`src/rtl/recip_quotient_seq.sv`:
```
// recip_quotient_seq: turns a dividend, a divisor and the divisor's
// fixed-point reciprocal into an exact quotient and remainder.
// Phases: A*rec estimate (shift-add), q_est*B back-multiply (shift-add),
// then one correction step, because q_est is always q or q-1.
module recip_quotient_seq #(
    parameter int ARG_BIT_WIDTH = 32,
    parameter int PRECISION     = 64
) (
    input  logic                     clk,
    input  logic                     rst_n,
    input  logic                     in_valid,
    output logic                     in_ready,
    input  logic [ARG_BIT_WIDTH-1:0] A,
    input  logic [ARG_BIT_WIDTH-1:0] B,
    input  logic [PRECISION-1:0]     rec,
    input  logic                     dvz,
    output logic                     out_valid,
    input  logic                     out_ready,
    output logic [ARG_BIT_WIDTH-1:0] quot,
    output logic [ARG_BIT_WIDTH-1:0] rem,
    output logic                     dz
);

    localparam int ACC_W = ARG_BIT_WIDTH + PRECISION;
    localparam int CNT_W = $clog2(ARG_BIT_WIDTH);
    localparam logic [CNT_W-1:0] CNT_LAST = CNT_W'(ARG_BIT_WIDTH - 1);
    localparam logic [ARG_BIT_WIDTH-1:0] ONE = ARG_BIT_WIDTH'(1);

    // The reciprocal must carry exactly twice the operand width of fraction bits.
    generate
        if (PRECISION != 2 * ARG_BIT_WIDTH) begin : g_bad_precision
            $error("recip_quotient_seq: PRECISION must equal 2*ARG_BIT_WIDTH");
        end
    endgenerate

    typedef enum logic [2:0] {S_IDLE, S_MUL, S_MULB, S_FIX, S_DONE} state_t;

    state_t                   r_state;
    state_t                   w_state_next;
    logic [CNT_W-1:0]         r_cnt;
    logic [ARG_BIT_WIDTH-1:0] r_a;
    logic [ARG_BIT_WIDTH-1:0] r_b;
    logic [ACC_W-1:0]         r_acc;
    logic [ACC_W-1:0]         r_mcand;
    logic [ARG_BIT_WIDTH-1:0] r_mplier;
    logic [ARG_BIT_WIDTH-1:0] r_qest;
    logic [ARG_BIT_WIDTH:0]   r_rest;
    logic [ARG_BIT_WIDTH-1:0] r_quot;
    logic [ARG_BIT_WIDTH-1:0] r_rem;
    logic                     r_dz;
    logic                     r_out_valid;

    logic                     w_accept;
    logic                     w_zero_div;
    logic                     w_wrap;
    logic [ACC_W-1:0]         w_acc_next;
    logic [ARG_BIT_WIDTH-1:0] w_prod_hi;
    logic [ARG_BIT_WIDTH-1:0] w_prod_lo;
    logic                     w_rest_ge_b;

    assign w_accept    = in_valid && (r_state == S_IDLE);
    assign w_zero_div  = dvz || (B == '0);
    assign w_wrap      = (r_cnt == CNT_LAST);
    assign w_acc_next  = r_acc + (r_mplier[0] ? r_mcand : '0);
    assign w_prod_hi   = w_acc_next[ACC_W-1:PRECISION];
    assign w_prod_lo   = w_acc_next[ARG_BIT_WIDTH-1:0];
    assign w_rest_ge_b = (r_rest >= {1'b0, r_b});

    assign quot = r_quot;
    assign rem  = r_rem;
    assign dz   = r_dz;

    // State register.
    always_ff @(posedge clk or negedge rst_n) begin
        if (!rst_n) r_state <= S_IDLE;
        else        r_state <= w_state_next;
    end

    // Next-state logic: each multiply phase runs one counter lap.
    always_comb begin
        w_state_next = r_state;
        case (r_state)
            S_IDLE:  if (in_valid) w_state_next = w_zero_div ? S_DONE : S_MUL;
            S_MUL:   if (w_wrap) w_state_next = S_MULB;
            S_MULB:  if (w_wrap) w_state_next = S_FIX;
            S_FIX:   w_state_next = S_DONE;
            S_DONE:  if (r_out_valid && out_ready) w_state_next = S_IDLE;
            default: w_state_next = S_IDLE;
        endcase
    end

    // Handshake outputs.
    always_comb begin
        in_ready  = (r_state == S_IDLE);
        out_valid = r_out_valid;
    end

    // Datapath: operand capture, the two shift-add loops, correction and result hold.
    always_ff @(posedge clk or negedge rst_n) begin
        if (!rst_n) begin
            r_cnt       <= '0;
            r_a         <= '0;
            r_b         <= '0;
            r_acc       <= '0;
            r_mcand     <= '0;
            r_mplier    <= '0;
            r_qest      <= '0;
            r_rest      <= '0;
            r_quot      <= '0;
            r_rem       <= '0;
            r_dz        <= 1'b0;
            r_out_valid <= 1'b0;
        end else begin
            case (r_state)
                S_IDLE: begin
                    if (w_accept) begin
                        r_a      <= A;
                        r_b      <= B;
                        r_mcand  <= {{ARG_BIT_WIDTH{1'b0}}, rec};
                        r_mplier <= A;
                        r_acc    <= '0;
                        r_cnt    <= '0;
                        if (w_zero_div) begin
                            r_quot <= '1;
                            r_rem  <= A;
                            r_dz   <= 1'b1;
                        end
                    end
                end
                S_MUL, S_MULB: begin
                    r_cnt <= r_cnt + 1'b1;
                    if (!w_wrap) begin
                        r_acc    <= w_acc_next;
                        r_mcand  <= r_mcand << 1;
                        r_mplier <= r_mplier >> 1;
                    end else if (r_state == S_MUL) begin
                        // Estimate done: reload the multiplier pair with q_est and B.
                        r_qest   <= w_prod_hi;
                        r_acc    <= '0;
                        r_mcand  <= {{PRECISION{1'b0}}, r_b};
                        r_mplier <= w_prod_hi;
                    end else begin
                        // q_est*B never exceeds A, so this cannot go negative.
                        r_rest <= {1'b0, r_a} - {1'b0, w_prod_lo};
                    end
                end
                S_FIX: begin
                    r_dz <= 1'b0;
                    if (w_rest_ge_b) begin
                        r_quot <= r_qest + ONE;
                        r_rem  <= r_rest[ARG_BIT_WIDTH-1:0] - r_b;
                    end else begin
                        r_quot <= r_qest;
                        r_rem  <= r_rest[ARG_BIT_WIDTH-1:0];
                    end
                end
                S_DONE: begin
                    if (!r_out_valid)   r_out_valid <= 1'b1;
                    else if (out_ready) r_out_valid <= 1'b0;
                end
                default: ;
            endcase
        end
    end

    // Operands may only be taken while idle.
    a_accept_idle: assert property (@(posedge clk) disable iff (!rst_n)
        (in_valid && in_ready) |-> (r_state == S_IDLE));

endmodule
```
`config.mk`:
```
export PLATFORM = sky130hd
export DESIGN_NAME = recip_quotient_seq
export DESIGN_NICKNAME = d
export VERILOG_FILES = /design/src/rtl/recip_quotient_seq.sv
export SDC_FILE = /design/constraint.sdc
export NUM_CORES = 1
export LEC_CHECK = 0
export BUFFER_PORTS_ARGS = -buffer_cell sky130_fd_sc_hd__clkbuf_2
export CAP_MARGIN = 40
export CELL_PAD_IN_SITES_DETAIL_PLACEMENT = 0
export CELL_PAD_IN_SITES_GLOBAL_PLACEMENT = 1
export CORE_MARGIN = 2
export CORE_UTILIZATION = 50
export CTS_CLUSTER_SIZE = 8
export DETAILED_ROUTE_END_ITERATION = 12
export PLACE_DENSITY = 0.92
export SLEW_MARGIN = 20
export SYNTH_ARGS = -nofsm -noshare
export SYNTH_HDL_FRONTEND = slang
export SYNTH_SLANG_ARGS = --single-unit
```
`constraint.sdc`:
```
create_clock -name clk -period 12.45 [get_ports clk]
set_clock_uncertainty 0.2 [all_clocks]
set_input_delay 0.6225 -clock clk [delete_from_list [all_inputs] [get_ports clk]]
set_output_delay 0.6225 -clock clk [all_outputs]
set_load 0.005 [all_outputs]
```
==> Word level (Yosys, flattened, before mapping) <==
Cells that the tools add are included.
{ "op_classes": {"addsub": 5, "n_lt_le_gt_ge": 1, "n_eq_ne": 12, "muxes": 34, "bitwise": 1, "reduce_logical": 15} }
{ "op_table": {"columns": ["cell", "count"], "rows": [
  ["$mux 96", 7],
  ["$pmux 96 s2", 2],
  ["$mux 32", 9],
  ["$pmux 32 s2", 3],
  ["$add 96x96->96", 1],
  ["$ge 33x32->1", 1],
  ["$sub 32x32->33", 1],
  ["$add 32x1->32 const B", 1],
  ["$logic_not 32->1", 1],
  ["$sub 32x32->32", 1],
  ["$mux 3", 5],
  ["$pmux 3 s5", 1],
  ["$reduce_and 3->1", 4],
  ["$pmux 5 s2", 1],
  ["$ne 2x2->1 const B", 4],
  ["$eq 3x2->1 const B", 2],
  ["$add 5x1->5 const B", 1],
  ["$eq 5x5->1 const B", 1],
  ["$mux 5", 1],
  ["$mux 1", 4],
  ["$ne 2x1->1 const B", 2],
  ["$reduce_and 2->1", 2],
  ["$reduce_and 4->1", 1],
  ["$reduce_bool 2->1", 2],
  ["other kinds (9)", 10]
]} }
{ "totals": {"reg_bits": 427, "out_inout_bits": 67, "word_cells": 81} }

==> Longest topological paths before layout <==
{ "depth": {"ltp_word": 5, "mapped_depth": 24, "ltp_nobuf": 22} }

==> Worst setup path before layout <==
Ideal clock, no wire load.
{ "synth_path": {"path_kind": "flip-flop to flip-flop", "from": "reg r_mplier[0]", "to": "reg r_rest[32]", "setup_ns": 0.121, "arrival_ns": 4.657, "required_time_ns": 12.129, "path_slack_ns": 7.472, "path_stages_with_launch": 24, "synth_period_minus_slack_ns": 4.978, "path_cell_list": "dfrtp_1 -> clkbuf_1 -> clkbuf_1 -> and2_1 -> ha_1 -> or3_1 -> o211ai_1 -> nand2_1 -> a21o_1 -> a211o_1 -> xnor2_1 -> ha_1 -> clkbuf_1 -> nand3_1 -> nor3_1 -> a31oi_1 -> o21ai_0 -> a21oi_1 -> a2111oi_0 -> o22a_1 -> a21o_1 -> and3_1 -> o21ai_0 -> a22o_1"} }
{ "synth_via": {"elab_chain_len": 3} }
{ "synth_rtl": {"columns": ["item", "line", "rtl"], "rows": [
  ["start, declared", "45", "logic [ARG_BIT_WIDTH-1:0] r_mplier;"],
  ["start signal, assigned", "135", "r_mplier <= r_mplier >> 1;"],
  ["start signal, assigned", "141", "r_mplier <= w_prod_hi;"],
  ["$mux 96", "64", "assign w_acc_next = r_acc + (r_mplier[0] ? r_mcand : '0);"],
  ["$add 96x96->96", "64", null],
  ["$sub 32x32->33", "144", "r_rest <= {1'b0, r_a} - {1'b0, w_prod_lo};"],
  ["end signal, assigned", "144", null],
  ["end, declared", "47", "logic [ARG_BIT_WIDTH:0] r_rest;"]
]} }
No other way between the ends.
A chain may end at the register's enable or synchronous reset.

==> Worst setup path after layout <==
Ends and elaborated chain as after synthesis.

==> impl_metrics.prom <==
# TYPE chip_impl_metric gauge
chip_impl_info{name="startpoint_type",value="flip-flop"} 1
chip_impl_metric{name="placement.cell_area",unit="µm²"} 29400
chip_impl_metric{name="layout_worst_path_cycle_share",unit="%"} 45.6
chip_impl_metric{name="layout.cells.non_filler",unit=""} 4138
chip_impl_metric{name="worst-endpoint-arrival",unit="ns"} 5.98
chip_impl_metric{name="seqCellArea",unit="µm²"} 10700
chip_impl_metric{name="design_area",unit="µm²"} 31200
chip_impl_info{name="hold_class",value="in -> reg"} 1
chip_impl_metric{name="clk_latency",unit="ns"} 0.65
chip_impl_metric{name="preCtsSetupSlack",unit="ns"} 6.97
chip_impl_metric{name="dp_hpwl",unit="µm"} 70100
chip_impl_metric{name="yosysWarningCount",unit=""} 0
chip_impl_metric{name="static-leakage-power",unit="nW"} 14.1
chip_impl_metric{name="holdBufCountCts",unit=""} 8
chip_impl_metric{name="num_io_pins",unit=""} 200
chip_impl_metric{name="path_clk_slew",unit="ns"} 0.06
chip_impl_metric{name="first_iter_violations",unit=""} 2351
chip_impl_metric{name="area_delta_synth_final",unit="%"} 12.4
chip_impl_metric{name="n_fill_cell",unit=""} 5008
chip_impl_metric{name="drtAntennaViolNets",unit=""} 0
chip_impl_metric{name="finish.utilization",unit="%"} 56.8
chip_impl_metric{name="p_comb_share",unit="%"} 49.8
chip_impl_info{name="run_status",value="finished, final reports clean"} 1
chip_impl_metric{name="globalRouteTotalUtil",unit="%"} 32.8
chip_impl_metric{name="placeableCoreArea",unit="µm²"} 55000
chip_impl_metric{name="grt_pass1_vias",unit=""} 25007
chip_impl_metric{name="synth_simple_gate_area_share",unit="%"} 18.4
chip_impl_metric{name="synth_compound_gate_area_share",unit="%"} 23.6
chip_impl_metric{name="period_minus_slack",unit="ns"} 5.68
chip_impl_metric{name="floorplan.initialDensity",unit="%"} 50.5
chip_impl_info{name="worstSetupEndpointType",value="flip-flop"} 1
chip_impl_info{name="grt_setup_unrepaired",value="no"} 1
chip_impl_metric{name="worst_ir_drop_vdd",unit="mV"} 0.168
chip_impl_metric{name="syn_avg_cell_area",unit="µm²"} 8.49
chip_impl_metric{name="synth.lib_cells_used.distinct",unit=""} 83
chip_impl_metric{name="timing.max_slew.rel_slack",unit="%"} 29.6
chip_impl_metric{name="report.final.slew_viol_count",unit=""} 0
chip_impl_metric{name="worst_case_reg_to_reg_path_depth",unit=""} 22
chip_impl_metric{name="wire_length_of_the_first_global_routing_pass",unit="µm"} 145000
chip_impl_metric{name="max-cap-violations",unit=""} 0
chip_impl_info{name="hold_end",value="r_b[26]"} 1
chip_impl_metric{name="synth-adder-area-share",unit="%"} 7.52
chip_impl_metric{name="synthesis.nets",unit=""} 3566
chip_impl_info{name="ys.flop_type",value="sky130_fd_sc_hd__dfrtp_1"} 1
chip_impl_metric{name="routed_wire_length_per_instance",unit="µm"} 22.8
chip_impl_info{name="synth_largest_area_cell",value="sky130_fd_sc_hd__dfrtp_1"} 1
chip_impl_metric{name="timing.reg2reg.setup_slack",unit="ns"} 6.77
chip_impl_metric{name="finalSetupViolCount",unit=""} 0
chip_impl_metric{name="drt-pass1-iter-count",unit=""} 6
chip_impl_metric{name="routed_via_density",unit=""} 6.22
chip_impl_info{name="path_class",value="reg -> reg"} 1
chip_impl_metric{name="share_seq_of_total_power",unit="%"} 29.5
chip_impl_metric{name="whs_path_depth",unit=""} 3
chip_impl_metric{name="transition_time_of_the_tightest_slew_check_pin",unit="ns"} 1.05
chip_impl_metric{name="detail_route.drc_violations",unit=""} 0
chip_impl_metric{name="multiplexer_share_of_the_synthesized_area",unit="%"} 2.43
chip_impl_metric{name="power_switching",unit="W"} 0.00332
chip_impl_metric{name="post_cts_resized",unit=""} 0
chip_impl_metric{name="yosys.area_share.xor_xnor",unit="%"} 5.71
chip_impl_metric{name="postSynth.asyncResetShare",unit="%"} 100
chip_impl_metric{name="worst_path_fanout_max",unit=""} 33
chip_impl_metric{name="finalHoldViolations",unit=""} 0
chip_impl_metric{name="syn-instance-count",unit=""} 3268
chip_impl_metric{name="place_inst",unit=""} 4053
chip_impl_info{name="cp-startpoint",value="r_mplier[0]"} 1
chip_impl_metric{name="share_clk_of_total_power",unit="%"} 20.8
chip_impl_metric{name="postLayoutSetupSlackWorst",unit="ns"} 6.77
chip_impl_metric{name="place.port_buffers",unit=""} 199
chip_impl_metric{name="ys_ff_latch",unit=""} 427
chip_impl_info{name="synth_area_leaders",value="sky130_fd_sc_hd__dfrtp_1, sky130_fd_sc_hd__ha_1, sky130_fd_sc_hd__nand2_1"} 1
chip_impl_metric{name="die_boundary_height",unit="µm"} 240
chip_impl_metric{name="syn_area",unit="µm²"} 27800
chip_impl_info{name="timing.hold.worst.start",value="B[26]"} 1
chip_impl_metric{name="critPathRequiredTime",unit="ns"} 12.76
chip_impl_metric{name="floorplan.die_area",unit="µm²"} 57400
chip_impl_metric{name="rows",unit=""} 86
chip_impl_info{name="r2r_end",value="r_rest[32]"} 1
chip_impl_metric{name="fin_tns_setup",unit="ns"} 0
chip_impl_metric{name="cts-root-to-sink-buffers",unit=""} 3
chip_impl_metric{name="p_per_area",unit="nW/µm²"} 235
chip_impl_metric{name="die_w",unit="µm"} 240
chip_impl_info{name="root_buffer",value="sky130_fd_sc_hd__clkbuf_16"} 1
chip_impl_metric{name="clock_sink_count",unit=""} 427
chip_impl_metric{name="grt_antenna_before_repair",unit=""} 3
chip_impl_metric{name="crit_path_max_incr_delay",unit="ns"} 0.67
chip_impl_metric{name="antennaDiodeCount",unit=""} 0
chip_impl_metric{name="nets",unit=""} 3679
chip_impl_metric{name="synth_edf_count",unit=""} 0
chip_impl_info{name="tritoncts",value="done"} 1
chip_impl_metric{name="fmaxAchievable",unit="MHz"} 176
chip_impl_metric{name="grt_start_max_net_pins",unit=""} 87
chip_impl_metric{name="synth_top_area_share",unit="%"} 38.5
chip_impl_metric{name="power_switching_share",unit="%"} 45.3
chip_impl_metric{name="power.internal",unit="W"} 0.00400
chip_impl_info{name="crit-reg2reg-launch",value="r_mplier[0]"} 1
chip_impl_metric{name="tritoncts.num_buffers",unit=""} 60
chip_impl_info{name="worst_path_cell_trace",value="and2_1 > ha_1 > inv_1 > fa_1 > nand2b_1 > a21oi_1 > o211ai_1 > o21ai_1 > a31oi_1 > xor2_1 > ha_1 > nand3_1 > nor3_1 > a31oi_1 > o21ai_0 > a21oi_1 > a2111oi_0 > o22a_1 > a21o_1 > and3_1 > o21ai_0 > a22o_1"} 1
chip_impl_metric{name="layout_cell_share_with_drive_strength_beyond_1",unit="%"} 10.7
chip_impl_metric{name="post_cts_buffers",unit=""} 0
chip_impl_metric{name="globalRouteOverflowTotal",unit=""} 0
chip_impl_metric{name="cts_htree_levels",unit=""} 2
chip_impl_metric{name="gp_congestion",unit=""} 1.01
chip_impl_info{name="main_combinational_cell_family_by_area_after_synthesis",value="compound AO/OA/AOI/OAI gates"} 1
chip_impl_metric{name="seq_area_frac_synth",unit="%"} 38.5
chip_impl_metric{name="count_of_vias_placed_by_the_detailed_router",unit=""} 25734
chip_impl_metric{name="wl",unit="µm"} 94300
chip_impl_info{name="cp_slowest_cell",value="sky130_fd_sc_hd__dfrtp_2"} 1
chip_impl_metric{name="multi_input_area",unit="µm²"} 16100
-- flip-flops by register name (all words and copies together), names as in the netlist, 5 cells and up --
| register | flops |
|---|---|
| r_qest | 32 |
| r_mplier | 32 |
| r_acc | 96 |
| r_b | 32 |
| quot | 32 |
| rem | 32 |
| r_rest | 33 |
| r_a | 32 |
| r_mcand | 96 |
| r_cnt | 5 |
-- area by class of cell --
class | count | share of cell area, %
Tap cell | 748 | 3.00
Inverter | 89 | 1.07
Sequential cell | 427 | 34.2
Clock inverter | 4 | 0.341
Clock buffer | 67 | 4.99
Multi-Input combinational cell | 2556 | 51.4
Timing Repair Buffer | 247 | 4.92
-- per-layer routing --
| metal | track usage [%] | up-vias | share of wire, % |
|---|---|---|---|
| met5 | 0 | - | 0.014 |
| met4 | 12.6 | 2 | 3.9 |
| met3 | 6.38 | 205 | 8.1 |
| met2 | 50.3 | 1045 | 44 |
| met1 | 45.7 | 12607 | 44 |
| li1 | - | 11875 | - |
-- Yosys cell counts (41+ instances only) --
cell type and number:
sky130_fd_sc_hd__xnor2_1 92, sky130_fd_sc_hd__nand3_1 43, sky130_fd_sc_hd__dfrtp_1 427, sky130_fd_sc_hd__xor2_1 87, sky130_fd_sc_hd__nand2_1 456, sky130_fd_sc_hd__clkbuf_1 172, sky130_fd_sc_hd__nor2_1 250, sky130_fd_sc_hd__ha_1 162
sky130_fd_sc_hd__nand4_1 61, sky130_fd_sc_hd__mux2i_1 54, sky130_fd_sc_hd__o21ai_0 308, sky130_fd_sc_hd__nor3_1 66, sky130_fd_sc_hd__a22o_1 64, sky130_fd_sc_hd__inv_1 89, sky130_fd_sc_hd__a221oi_1 41, sky130_fd_sc_hd__a21oi_1 279
sky130_fd_sc_hd__and2_1 105, sky130_fd_sc_hd__a21o_1 82
-- cells in the final DEF, fill, tap and decap left out, types with 13 or more instances in the layout --
cell type	synthesis	final
sky130_fd_sc_hd__a22oi_1	24	24
sky130_fd_sc_hd__xnor2_1	92	92
sky130_fd_sc_hd__nand2b_1	14	13
sky130_fd_sc_hd__and3_1	29	29
sky130_fd_sc_hd__a221oi_1	41	41
sky130_fd_sc_hd__clkbuf_2	0	198
sky130_fd_sc_hd__nand4_1	61	61
sky130_fd_sc_hd__and2_1	105	104
sky130_fd_sc_hd__a21o_1	82	82
sky130_fd_sc_hd__clkbuf_16	0	60
sky130_fd_sc_hd__o21a_1	16	16
sky130_fd_sc_hd__nand2_1	456	454
sky130_fd_sc_hd__xor2_1	87	87
sky130_fd_sc_hd__nor3_1	66	66
sky130_fd_sc_hd__a21oi_1	279	279
sky130_fd_sc_hd__nor2b_1	21	20
sky130_fd_sc_hd__a22o_1	64	64
sky130_fd_sc_hd__buf_4	0	26
sky130_fd_sc_hd__o21ai_0	308	308
sky130_fd_sc_hd__a211oi_1	16	16
sky130_fd_sc_hd__or3_1	15	15
sky130_fd_sc_hd__nor2_1	250	244
sky130_fd_sc_hd__mux2i_1	54	54
sky130_fd_sc_hd__nor4_1	19	19
sky130_fd_sc_hd__a31oi_1	20	20
sky130_fd_sc_hd__ha_1	162	161
sky130_fd_sc_hd__o21bai_1	32	32
sky130_fd_sc_hd__dfrtp_1	427	426
sky130_fd_sc_hd__inv_1	89	89
sky130_fd_sc_hd__nand3_1	43	43
sky130_fd_sc_hd__o21ai_1	29	28
-- cells by family after synthesis --
group,after synthesis
muxes,66
buffers and inverters,285
and+or+nand+nor,1112
adders and majority gates,165
xor gates and xnor gates,180
AOI/OAI and AO/OA,1033
DFF,427
-- worst max-delay path: cells and delay by family (launching register included) --
kind,cells,cell delay (ns)
simple gates,5,0.81
fa+ha+maj,3,0.98
compound gates,12,2.62
buf+inv,1,0.06
flops,1,0.67
xor+xnor,1,0.20
-- power groups by stage --
stage | combinational [W] | clock (W) | sequential, W
final | 0.00364 | 0.00152 | 0.00216
after global routing | 0.00401 | 0.00160 | 0.00220
after CTS | 0.00357 | 0.00155 | 0.00214
after detailed placement | 0.00354 | 0 | 0.00216
after global placement | 0.00346 | 0 | 0.00215
after floorplan | 0.00259 | 0 | 0.00199
-- per-stage QoR --
step	power [W]	hold WS, ns
floorplan	0.00459	0.127
global placement	0.00561	0.267
detailed placement	0.00570	0.277
CTS	0.00726	0.00117
global route	0.00781	0.0420
finish	0.00732	0.0197
-- worst max-delay path by stage --
stage	slack (ns)	depth (start not counted)	endpoint
global route	6.32	22	r_rest[32]
floorplan	7.47	23	r_rest[32]
global placement	7.09	22	r_rest[32]
detailed placement	6.97	21	r_rest[28]
CTS	6.92	21	r_rest[30]
finish	6.77	22	r_rest[32]
Power figures use the tool's default switching activity.
